## src/rtl/ahb_arbiter_rr_if.sv

```systemverilog
// Arbiter-side AHB signal bundle: requests and muxed bus status in, grant/owner/lock out.
interface ahb_arbiter_rr_if #(
  parameter int NUM_MASTERS = 4
);
  logic [NUM_MASTERS-1:0] HBUSREQ;
  logic [NUM_MASTERS-1:0] HLOCK;
  logic [1:0]             HTRANS;
  logic [2:0]             HBURST;
  logic                   HREADY;
  logic [1:0]             HRESP;
  logic [NUM_MASTERS-1:0] HGRANT;
  logic [3:0]             HMASTER;
  logic                   HMASTLOCK;

  modport master (
    output HBUSREQ, HLOCK, HTRANS, HBURST, HREADY, HRESP,
    input  HGRANT, HMASTER, HMASTLOCK
  );

  modport slave (
    input  HBUSREQ, HLOCK, HTRANS, HBURST, HREADY, HRESP,
    output HGRANT, HMASTER, HMASTLOCK
  );
endinterface

```

## src/rtl/ahb_arbiter_rr.sv

```systemverilog
// Round-robin AHB arbiter with fixed-length burst protection, early-termination
// recovery, locked-transfer hold and an address-phase aligned HMASTER/HMASTLOCK.
module ahb_arbiter_rr #(
  parameter int NUM_MASTERS    = 4,
  parameter int DEFAULT_MASTER = 0
) (
  input logic             HCLK,
  input logic             HRESET,
  ahb_arbiter_rr_if.slave bus
);
  localparam int IW = (NUM_MASTERS > 1) ? $clog2(NUM_MASTERS) : 1;
  typedef logic [IW-1:0] idx_t;

  localparam logic [1:0] T_IDLE   = 2'd0;
  localparam logic [1:0] T_NONSEQ = 2'd2;
  localparam logic [1:0] T_SEQ    = 2'd3;
  localparam logic [1:0] R_OKAY   = 2'd0;
  localparam logic [1:0] R_RETRY  = 2'd2;
  localparam logic [1:0] R_SPLIT  = 2'd3;

  idx_t                   grant_idx, ptr, rr_idx;
  logic                   rr_hit;
  logic [IW:0]            sum;
  logic [4:0]             cnt, cnt_nxt, burst_len;
  logic [3:0]             hmaster_q;
  logic                   mastlock_q;
  logic                   lock_hold, arb_ok, grant_upd;
  logic [NUM_MASTERS-1:0] grant_oh;

  always_comb begin
    burst_len = 5'd0;
    case (bus.HBURST)
      3'd2, 3'd3: burst_len = 5'd4;
      3'd4, 3'd5: burst_len = 5'd8;
      3'd6, 3'd7: burst_len = 5'd16;
      default:    burst_len = 5'd0;
    endcase
  end

  // Beats remaining after this cycle; an error-class response abandons the burst.
  always_comb begin
    cnt_nxt = cnt;
    if (bus.HREADY) begin
      case (bus.HTRANS)
        T_NONSEQ: cnt_nxt = (burst_len != 5'd0) ? burst_len - 5'd1 : 5'd0;
        T_SEQ:    if (cnt != 5'd0) cnt_nxt = cnt - 5'd1;
        T_IDLE:   cnt_nxt = 5'd0;
        default:  cnt_nxt = cnt;
      endcase
    end
    if (bus.HRESP != R_OKAY) cnt_nxt = 5'd0;
  end

  assign arb_ok    = (cnt_nxt == 5'd0);
  assign lock_hold = bus.HLOCK[grant_idx] &&
                     !(bus.HRESP == R_RETRY || bus.HRESP == R_SPLIT);
  assign grant_upd = bus.HREADY && arb_ok && !lock_hold;

  // Descending scan so the smallest offset from the pointer wins; pointer itself is last.
  always_comb begin
    rr_hit = 1'b0;
    rr_idx = idx_t'(DEFAULT_MASTER);
    sum    = '0;
    for (int k = NUM_MASTERS; k >= 1; k--) begin
      sum = {1'b0, ptr} + (IW+1)'(k);
      if (sum >= (IW+1)'(NUM_MASTERS)) sum = sum - (IW+1)'(NUM_MASTERS);
      if (bus.HBUSREQ[sum[IW-1:0]]) begin
        rr_hit = 1'b1;
        rr_idx = sum[IW-1:0];
      end
    end
  end

  always_ff @(posedge HCLK) begin
    if (HRESET) begin
      grant_idx  <= idx_t'(DEFAULT_MASTER);
      ptr        <= idx_t'(DEFAULT_MASTER);
      cnt        <= 5'd0;
      hmaster_q  <= 4'(DEFAULT_MASTER);
      mastlock_q <= 1'b0;
    end else begin
      cnt <= cnt_nxt;
      if (bus.HREADY) begin
        hmaster_q  <= 4'(grant_idx);
        mastlock_q <= bus.HLOCK[grant_idx];
      end
      if (grant_upd) begin
        grant_idx <= rr_idx;
        if (rr_hit) ptr <= rr_idx;
      end
    end
  end

  always_comb begin
    grant_oh            = '0;
    grant_oh[grant_idx] = 1'b1;
  end

  assign bus.HGRANT    = grant_oh;
  assign bus.HMASTER   = hmaster_q;
  assign bus.HMASTLOCK = mastlock_q;
endmodule

```

## src/flat_wrapper.sv

```systemverilog
// flat-port wrapper written by rule: the top's interface ports become plain ports
module ahb_arbiter_rr_flat 
#(
  parameter int NUM_MASTERS    = 4,
  parameter int DEFAULT_MASTER = 0
)
  (HCLK, HRESET, bus_HBUSREQ, bus_HLOCK, bus_HTRANS, bus_HBURST, bus_HREADY, bus_HRESP, bus_HGRANT, bus_HMASTER, bus_HMASTLOCK);
  ahb_arbiter_rr_if #(.NUM_MASTERS(NUM_MASTERS)) bus_i ();
  input logic HCLK;
  input logic HRESET;
  input wire logic [$bits(bus_i.HBUSREQ)-1:0] bus_HBUSREQ;
  input wire logic [$bits(bus_i.HLOCK)-1:0] bus_HLOCK;
  input wire logic [$bits(bus_i.HTRANS)-1:0] bus_HTRANS;
  input wire logic [$bits(bus_i.HBURST)-1:0] bus_HBURST;
  input wire logic [$bits(bus_i.HREADY)-1:0] bus_HREADY;
  input wire logic [$bits(bus_i.HRESP)-1:0] bus_HRESP;
  output wire logic [$bits(bus_i.HGRANT)-1:0] bus_HGRANT;
  output wire logic [$bits(bus_i.HMASTER)-1:0] bus_HMASTER;
  output wire logic [$bits(bus_i.HMASTLOCK)-1:0] bus_HMASTLOCK;
  assign bus_i.HBUSREQ = bus_HBUSREQ;
  assign bus_i.HLOCK = bus_HLOCK;
  assign bus_i.HTRANS = bus_HTRANS;
  assign bus_i.HBURST = bus_HBURST;
  assign bus_i.HREADY = bus_HREADY;
  assign bus_i.HRESP = bus_HRESP;
  assign bus_HGRANT = bus_i.HGRANT;
  assign bus_HMASTER = bus_i.HMASTER;
  assign bus_HMASTLOCK = bus_i.HMASTLOCK;
  ahb_arbiter_rr #(.NUM_MASTERS(NUM_MASTERS), .DEFAULT_MASTER(DEFAULT_MASTER)) u_core (.HCLK(HCLK), .HRESET(HRESET), .bus(bus_i));
endmodule
```

## config.mk

```make
export PLATFORM = sky130hd
export DESIGN_NAME = ahb_arbiter_rr_flat
export DESIGN_NICKNAME = d
export VERILOG_FILES = /design/src/rtl/ahb_arbiter_rr_if.sv /design/src/rtl/ahb_arbiter_rr.sv /design/src/flat_wrapper.sv
export SDC_FILE = /design/constraint.sdc
export NUM_CORES = 1
export LEC_CHECK = 0
export BUFFER_PORTS_ARGS = -buffer_cell sky130_fd_sc_hd__buf_2
export CAP_MARGIN = 20
export CORE_MARGIN = 2
export CORE_UTILIZATION = 52
export DETAILED_ROUTE_END_ITERATION = 7
export GPL_TIMING_DRIVEN = 0
export PLACE_DENSITY = 0.94
export SYNTH_ARGS = -nofsm -noshare
export SYNTH_HDL_FRONTEND = slang
export SYNTH_SLANG_ARGS = --single-unit
```

## constraint.sdc

```tcl
create_clock -name HCLK -period 4.57 [get_ports HCLK]
set_clock_uncertainty 0.15 [all_clocks]
set_input_delay 0.914 -clock HCLK [delete_from_list [all_inputs] [get_ports HCLK]]
set_output_delay 0.914 -clock HCLK [all_outputs]
set_load 0.02 [all_outputs]
```

# After elaboration in Yosys (flattened, before gate mapping)
# Cells that the tools add are included.
# totals
register_bits,12
in_bits,18
output_inout_bits,9
wordCells,81
# op_classes
addsub,10
magnitude_cmp,10
eq_ne,10
mux,30
n_reduce_logical,16
# op_table
cell,count
$pmux W5 S3,2
$mux W5,4
$mux W2,8
$lt A2 B3 Y1 const B,5
$eq A3 B3 Y1 const B,4
$ge A3 B3 Y1 const B,4
$bmux W1 S2,5
$mux W1,10
$reduce_bool A5 Y1,2
$sub A5 B1 Y5 const B,2
$eq A2 B2 Y1 const B,4
$sub A2 B1 Y2 const B,4
$add A2 B2 Y3 const B,2
$eq A3 B2 Y1 const B,2
$reduce_or A2 Y1,3
$logic_not A5 Y1,1
$logic_and A1 B1 Y1,4
$add A2 B1 Y3 const B,1
$add A2 B3 Y3 const B,1
$demux W1 S2,1
$ge A2 B1 Y1 const B,1
$logic_not A1 Y1,2
$logic_not A2 Y1,1
$reduce_and A2 Y1,1
other kinds (2),2

# Longest topological paths before layout
# Gate-level depths: netlist of run 1.
# logic_depth
word_depth,12
ltp_mapped,8
depth_no_buf,8

# Worst setup path before layout of run 1
# Ideal clock, no wire load.
# synth_path
path_kind,in2reg
start,input port bus_HTRANS[1]
end,register u_core.ptr[0]
setup_time_ps,74
arrival_ps,2279
required_time_ps,4346
slack_ps,2067
stages,7
path_buffers,1
cell_sequence,buf_2 -> nand2b_1 -> and2_1 -> a22oi_1 -> o221ai_1 -> or4_1 -> o21ai_0
# synth_between
elab_chain_cells,8
elab_cells_between_ends,10
cone_classes,2 x eq/ne; 3 x mux; 5 x reduce/logical
# synth_lines
item,line,source
"start, declared",flat_wrapper.sv:13,input wire logic [$bits(bus_i.HTRANS)-1:0] bus_HTRANS;
$eq A2 B2 Y1 / $logic_not A2 Y1 (equally long branches),ahb_arbiter_rr.sv:44,case (bus.HTRANS)
$pmux W5 S3 (*),ahb_arbiter_rr.sv:44,
$mux W5 (*),ahb_arbiter_rr.sv:43,if (bus.HREADY) begin
$mux W5 (*),ahb_arbiter_rr.sv:51,if (bus.HRESP != R_OKAY) cnt_nxt = 5'd0;
$logic_not A5 Y1 (*),ahb_arbiter_rr.sv:54,assign arb_ok = (cnt_nxt == 5'd0);
$logic_and A1 B1 Y1 (*) (2 in series),ahb_arbiter_rr.sv:57,assign grant_upd = bus.HREADY && arb_ok && !lock_hold;
$reduce_and A2 Y1 (no source line) (*),n/a,
"end signal, assigned",ahb_arbiter_rr.sv:77,ptr <= idx_t'(DEFAULT_MASTER);
"end signal, assigned",ahb_arbiter_rr.sv:89,if (rr_hit) ptr <= rr_idx;
"end, declared",ahb_arbiter_rr.sv:21,"idx_t grant_idx, ptr, rr_idx;"
# Mark *: on every way between the ends. The rest lies on a longest branch, timed or not.
# A chain may end at the register's enable or synchronous reset.

# Worst setup path in the final report of run 1
# layout_path
start,register u_core.cnt[0]
end,register u_core.ptr[1]
# layout_between
elab_chain_cells,9
elab_cells_between_ends,10
cone_classes,1 x add/sub; 4 x mux; 5 x reduce/logical
# layout_lines
item,line,source
"start, declared",ahb_arbiter_rr.sv:24,"logic [4:0] cnt, cnt_nxt, burst_len;"
"start signal, assigned",ahb_arbiter_rr.sv:82,cnt <= cnt_nxt;
$sub A5 B1 Y5 / $reduce_bool A5 Y1 (equally long branches),ahb_arbiter_rr.sv:46,T_SEQ: if (cnt != 5'd0) cnt_nxt = cnt - 5'd1;
$mux W5,ahb_arbiter_rr.sv:46,
$pmux W5 S3,ahb_arbiter_rr.sv:44,
$mux W5 (*),ahb_arbiter_rr.sv:43,
$mux W5 (*),ahb_arbiter_rr.sv:51,
$logic_not A5 Y1 (*),ahb_arbiter_rr.sv:54,
$logic_and A1 B1 Y1 (*) (2 in series),ahb_arbiter_rr.sv:57,
$reduce_and A2 Y1 (no source line) (*),n/a,
# Marked as above.

==> summary.txt, run 1 <==
Status
  – Status: finished clean

Clock network
  – Clock Tree Root: clkbuf_4
  – Clk pin slew, worst setup/hold paths: ~0.080 ns
  – Clk_lat worst skew: 0.28 ns
  – CTS Buf Count: 3
  – Max clock buf depth: 2
  – Clock Sinks: 12
  – CTS tree: done
  – Htree depth: 1
  – Hold buffers post-CTS: 0
  – Cts repair resizes: 0
  – Post-CTS setup buffer count: 0

Timing
  – Final setup fails: 0
  – Slew Viols, Final: 0
  – Max Clk Rate: ~0.39 GHz
  – Min Tclk post-route: between 2 and 3 ns
  – Tcrit/Tclk final: 0.564
  – Hold Vio Cnt, Final: 0
  – RSZ-0062 raised after global routing: no
  – Final TNS setup: 0 ns

Global route
  – Gr ovfl total: 0
  – Antenna violations before repair: 0
  – Vias in the first global route: ~800
  – Largest net degree at the start of global routing: 11
  – First-pass GRT wire length: 3320 um
  – GRT Resource Usage Total: 0.237

Drt
  – DR vias: around 870
  – Initial DRT Pass Iterations: 4
  – Antenna Violating Nets Remaining: 0
  – Average wire per standard cell: roughly 14 um
  – Vias/cell: just over 6
  – DRT iter0 DRCs: 31
  – Drc violations: 0
  – Drt total wl: 1970 um

Yosys
  – Synthesized instance count: slightly below 100
  – Top_reg_cell synth: dfxtp_1
  – Number of synthesized flops with an enable pin: 0
  – Top post-synthesis cells by count: 12 x dfxtp_1, 9 x nor2_1, 7 x nand2_1
  – Avg Cell Area, Syn: a little over 8 um^2
  – Cell with the most instances after synthesis: dfxtp_1
  – Post-synth cell types: 41
  – Largest area contributor in the netlist: dfxtp_1
  – Synth top area cells: dfxtp_1 30%, nor2_1 4.2%, mux2i_1 3.8%, or4_1 3.8%, nand2_1 3.3%
  – FFs w/ async S/R, synth: 0
  – Yosys reg bits: 12
  – Sequential-to-total area share from yosys stat: 0.300
  – Top-area cell type share of the netlist area: 0.300
  – Syn Std Cell Area: about 800 um^2
  – Synth Warn #: 0

Cells and area
  – Inserted Diodes: 0
  – Synth-to-Final Area Change: 20.7%
  – Finished Layout Cells: 140
  – Fraction of layout cells with a size suffix above 1: 0.290
  – Final net count: 144
  – Fill cells: around 120

Run
  – Maximum capacitance violations: 0

Critical path
  – Startpoint Class: flop
  – Setup crit end: u_core.ptr[1]$_SDFFE_PP0P_
  – Critical path origin: u_core.cnt[0]$_SDFF_PP0_
  – Reg2Reg Depth: 8
  – Reg2reg setup slack: approximately 2.0 ns
  – Worst path arrival time: ~2.6 ns
  – Crit path max-delay cell type: or4_1
  – Slowest stage delay, CP: between 0.5 and 0.6 ns
  – CP Max Fanout: 6
  – Kind of critical path: flop to flop
  – Worst r2r src: u_core.cnt[0]$_SDFF_PP0_
  – Worst R2R End: u_core.ptr[1]$_SDFFE_PP0P_
  – Crit path capture type: flop
  – Crit path required time: 4.63 ns
  – Critical-path cell list: inv_1 > ha_1 > nor4b_4 > o311ai_1 > a22oi_1 > o221ai_1 > or4_1 > o21ai_0

Power and ir drop
  – Worst VDD drop: about 0.19 mV
  – PwrDens: 273 nW/um^2
  – Leakage: between 0.4 and 0.5 nW

Placement
  – I/O Buffers: 21
  – GP Congestion: roughly 0.94
  – Detailed Place HPWL: 1400 um
  – Placed Cells: about 140

Die
  – Die Ht: ~43 um
  – Core outline area: ~1500 um^2
  – Die width: about 43 um
  – # IOs: 27
  – Rows: 14
  – Die Area: between 1500 and 2000 um^2
  – Initial Util: 0.543

Worst hold path
  – Worst hold path class: flop to flop
-- worst max-delay path, delay by kind of cell, from the launching register on --
family,cells,cell delay (ns)
and+or+nand+nor,2,0.93
AOI/OAI and AO/OA,4,0.79
DFF,1,0.36
adders and majority gates,1,0.19
buffers and inverters,1,0.09
-- worst min-delay path by stage --
| stage | start | to | cells past startpoint |
|---|---|---|---|
| 3_3_place_gp | u_core.ptr[0]$_SDFFE_PP0P_ | u_core.ptr[0]$_SDFFE_PP0P_ | 2 |
| 5_1_grt | u_core.cnt[4]$_SDFF_PP0_ | u_core.cnt[4]$_SDFF_PP0_ | 2 |
| 3_5_place_dp | u_core.bus.HMASTLOCK$_SDFFE_PP0P_ | u_core.bus.HMASTLOCK$_SDFFE_PP0P_ | 2 |
| 2_1_floorplan | u_core.ptr[0]$_SDFFE_PP0P_ | u_core.ptr[0]$_SDFFE_PP0P_ | 2 |
| 4_1_cts | u_core.ptr[0]$_SDFFE_PP0P_ | u_core.ptr[0]$_SDFFE_PP0P_ | 2 |
| 6_report | u_core.cnt[4]$_SDFF_PP0_ | u_core.cnt[4]$_SDFF_PP0_ | 2 |
-- flip-flops by register name, indices dropped and copies added, names as in the netlist --
signal                flops
u_core.bus.HMASTER        2
u_core.bus.HMASTLOCK      1
u_core.cnt                5
u_core.grant_idx          2
u_core.ptr                2
-- cells by family (layout without fill, tap and decap cells) --
kind of cell / after synthesis / count (layout) / share of synthesized area
AND/OR/NAND/NOR: 45 / 45 / 0.332
AO/OA/AOI/OAI: 23 / 23 / 0.211
flip-flops: 12 / 12 / 0.300
buffers and inverters: 12 / 37 / 0.0704
multiplexers: 4 / 4 / 0.0657
adder cells (fa/ha/maj): 1 / 1 / 0.0156
other: 1 / 2 / 0.00469
-- layer usage --
layer	track usage	routed length (um)
met5	0	0
met4	0.139	53
met3	0.0426	138
met2	0.421	991
met1	0.256	790
-- per-stage QoR --
| step | setup slack, ns | total power, mW | hold slack (ns) | instance area (um^2) | util |
|---|---|---|---|---|---|
| floorplan | 2.07 | 0.157 | 0.289 | 803 | - |
| global placement | 1.88 | 0.175 | 0.311 | 928 | 0.631 |
| detailed placement | 1.78 | 0.178 | 0.334 | 928 | 0.631 |
| CTS | 2.05 | 0.262 | 0.351 | 965 | 0.656 |
| global route | 1.87 | 0.275 | 0.381 | 965 | 0.656 |
| finish | 1.99 | 0.264 | 0.350 | 965 | 0.656 |
-- placed cells by master (no fill, tap or decap), types with 2 or more instances in the layout --
cell	instances
clkbuf_4	3
buf_4	2
dfxtp_1	12
or4_1	4
nor2b_1	4
nor4_1	2
inv_1	6
and2_1	2
o21ai_0	5
mux2i_1	3
a31oi_1	2
nor3_1	4
a211oi_1	2
nand2b_1	4
a21oi_1	2
nor2_1	9
buf_2	24
conb_1	2
o221ai_1	2
nand2_1	7
-- where the power goes --
part / switching [mW] / internal [mW] / leakage [nW] / total (mW)
clock: 0.0377 / 0.0485 / 0.0210 / 0.0862
sequential: 0.00617 / 0.110 / 0.0977 / 0.116
combinational: 0.0350 / 0.0264 / 0.302 / 0.0613
total: 0.0789 / 0.185 / 0.421 / 0.264
-- final cells by class --
cell class / count / area [um^2] / area share
Multi-Input combinational cell: 75 / 507 / 0.525
Clock buffer: 4 / 36.3 / 0.0376
Inverter: 7 / 26.3 / 0.0272
Buffer: 5 / 30.0 / 0.0311
Tap cell: 16 / 20.0 / 0.0208
Sequential cell: 12 / 240 / 0.249
Timing Repair Buffer: 21 / 105 / 0.109
Note: power is estimated with default switching activity, not from simulation.
==> run 2: changes to the inputs <==
CORE_UTILIZATION = 48   (was 52)
PLACE_DENSITY = 0.89   (was 0.94)
clock period = 2.5 ns   (was 4.57 ns; I/O delays follow)
==> run 2 against run 1 <==
Compared with the run above:
- die area rose by 7.5%
- final area rose by 6.7%
- fmax rose by 6.9%
- sequential power rose by 84%
- setup slack got worse by 1.9 ns
==> summary.txt, run 2 (same netlist as run 1, synthesis figures left out) <==
Status
  – Status: finished clean (unchanged)

Worst hold path
  – Hold Crit Start: u_core.ptr[0]$_SDFFE_PP0P_ (was u_core.cnt[4]$_SDFF_PP0_)
  – Hold depth: 2 (unchanged)
  – Worst hold path class: flop to flop (unchanged)
  – Worst hold endpoint: u_core.ptr[0]$_SDFFE_PP0P_ (was u_core.cnt[4]$_SDFF_PP0_)

Drt
  – DRT iter0 DRCs: 31 (unchanged)
  – Drt total wl: 2140 um (was 1970 um)
  – Average wire per standard cell: 15.1 um (was 14.1 um)
  – DR vias: 879 (was 871)
  – Antenna Violating Nets Remaining: 0 (unchanged)
  – Initial DRT Pass Iterations: 4 (unchanged)
  – Vias/cell: 6.19 (was 6.22)
  – Drc violations: 0 (unchanged)

Die
  – Core outline area: 1540 um^2 (was 1470 um^2)
  – Die Area: 2010 um^2 (was 1870 um^2)
  – # IOs: 27 (unchanged)
  – Initial Util: 0.519 (was 0.543)
  – Die Ht: 44.8 um (was 43.2 um)
  – Rows: 14 (unchanged)
  – Die width: 44.8 um (was 43.2 um)

Run
  – Maximum capacitance violations: 0 (unchanged)

Placement
  – Detailed Place HPWL: 1350 um (was 1400 um)
  – I/O Buffers: 21 (unchanged)
  – GP Congestion: 0.871 (was 0.944)
  – Placed instance area: 928 um^2 (unchanged)

Timing
  – Tcrit/Tclk final: 0.965 (was 0.564)
  – Hold Vio Cnt, Final: 0 (unchanged)
  – Final setup fails: 0 (unchanged)
  – Slew Viols, Final: 0 (unchanged)
  – Max Clk Rate: 0.414 GHz (was 0.388 GHz)
  – Min Tclk post-route: 2.41 ns (was 2.58 ns)

Clock network
  – CTS tree: done (unchanged)
  – Clock Sinks: 12 (unchanged)
  – Clk pin slew, worst setup/hold paths: 0.07 ns (was 0.08 ns)
  – Hold buffers post-CTS: 0 (unchanged)
  – CTS Buf Count: 3 (unchanged)
  – Clock Tree Root: clkbuf_4 (unchanged)
  – Max clock buf depth: 2 (unchanged)
  – Htree depth: 1 (unchanged)
  – Clk_lat worst skew: 0.28 ns (about the same)

Critical path
  – CP Max Fanout: 6 (unchanged)
  – Reg2Reg Depth: 8 (unchanged)
  – Worst R2R End: u_core.grant_idx[0]$_SDFFE_PP0P_ (was u_core.ptr[1]$_SDFFE_PP0P_)
  – Worst r2r src: u_core.cnt[0]$_SDFF_PP0_ (unchanged)
  – Crit path required time: 2.55 ns (was 4.63 ns)
  – Reg2reg setup slack: 0.09 ns (was 1.99 ns)
  – Worst path arrival time: 2.46 ns (was 2.64 ns)
  – Startpoint Class: flop (unchanged)
  – Crit path capture type: flop (unchanged)
  – Kind of critical path: flop to flop (unchanged)

Cells and area
  – Commonest non-fill, non-tap cell in the layout: buf_2 (unchanged)
  – Design area: 1030 um^2 (was 965 um^2)
  – Synth-to-Final Area Change: 28.8% (was 20.7%)
  – Most flop-heavy register: u_core.cnt (unchanged)
  – Final net count: 146 (was 144)
  – Inserted Diodes: 0 (unchanged)
  – Fraction of layout cells with a size suffix above 1: 0.373 (was 0.290)
  – Fill cells: 139 (was 121)
  – Most frequent cells in the layout: 24 x buf_2, 10 x dfxtp_1, 9 x nor2_1 (was 24 x buf_2, 12 x dfxtp_1, 9 x nor2_1)
  – Max FFs per register: 5 (unchanged)

Power and ir drop
  – PwrDens: 475 nW/um^2 (was 273 nW/um^2)
  – Worst VDD drop: 0.419 mV (was 0.187 mV)
  – Power Total: 0.489 mW (was 0.264 mW)
  – Leakage: 0.437 nW (was 0.421 nW)

Global route
  – GRT Resource Usage Total: 0.213 (was 0.237)
  – Gr ovfl total: 0 (unchanged)
  – Vias in the first global route: 761 (was 818)
  – First-pass GRT wire length: 3260 um (was 3320 um)
  – Antenna violations before repair: 0 (unchanged)
  – Largest net degree at the start of global routing: 11 (unchanged)
==> run 2: cell count changes in the layout (fill, tap and decap cells not counted), sizes merged <==
cell  previous run  this run
buf             26        28
==> run 2: metal layers <==
metal	GRT usage	part of all wire
met1	0.270	0.41
met5	0	0
met3	0.0320	0.066
met4	0.112	0.027
met2	0.348	0.50
==> run 2: worst max path at each step <==
stage	start	end	slack (ns)
detailed placement	u_core.cnt[0]$_SDFF_PP0_	u_core.grant_idx[0]$_SDFFE_PP0P_	0.07
CTS	u_core.cnt[0]$_SDFF_PP0_	u_core.grant_idx[0]$_SDFFE_PP0P_	0.04
floorplan	u_core.cnt[0]$_SDFF_PP0_	u_core.ptr[0]$_SDFFE_PP0P_	0.31
finish	u_core.cnt[0]$_SDFF_PP0_	u_core.grant_idx[0]$_SDFFE_PP0P_	0.09
global route	u_core.cnt[0]$_SDFF_PP0_	u_core.ptr[1]$_SDFFE_PP0P_	-0.08
global placement	u_core.cnt[0]$_SDFF_PP0_	u_core.grant_idx[0]$_SDFFE_PP0P_	0.12
==> run 2: critical path: stages, from the launching register on <==
cell and delay [ns]:
dfxtp_2 0.35, inv_1 0.12, ha_4 0.16, nor4b_4 0.37, nor4_2 0.10, a311oi_2 0.27, a31oi_2 0.17, or4_4 0.54
o21ai_0 0.10
==> run 2: cell type report <==
| cell class | instances | area (um^2) | share of cell area |
|---|---|---|---|
| timing repair buffer | 23 | 120 | 0.117 |
| buffer | 5 | 30.0 | 0.0292 |
| clock buffer | 4 | 36.3 | 0.0352 |
| multi-input combinational | 75 | 554 | 0.538 |
| sequential | 12 | 243 | 0.236 |
| inverter | 7 | 26.3 | 0.0255 |
| tap | 16 | 20.0 | 0.0194 |
==> run 2: repair_timing <==
| action | in CTS | in global routing |
|---|---|---|
| endpoints found under the setup margin | 0 | 4 |
| setup buffers | 0 | 2 |
| gates resized for setup | 0 | 11 |
==> run 2: through the flow <==
stage / setup TNS [ns] / utilization / hold slack [ns] / instances / setup slack (ns)
finish: 0 / 0.668 / 0.320 / 142 / 0.0874
floorplan: 0 / - / 0.289 / 99 / 0.305
global placement: 0 / 0.602 / 0.311 / 136 / 0.118
detailed placement: 0 / 0.602 / 0.316 / 136 / 0.0708
global route: -0.189 / 0.668 / 0.347 / 142 / -0.0812
CTS: 0 / 0.626 / 0.329 / 140 / 0.0375
==> run 2: power by group <==
| part | total (mW) | internal, mW | switching [mW] |
|---|---|---|---|
| Combinational | 0.122 | 0.0519 | 0.0697 |
| Clock | 0.155 | 0.0886 | 0.0661 |
| Sequential | 0.213 | 0.201 | 0.0116 |
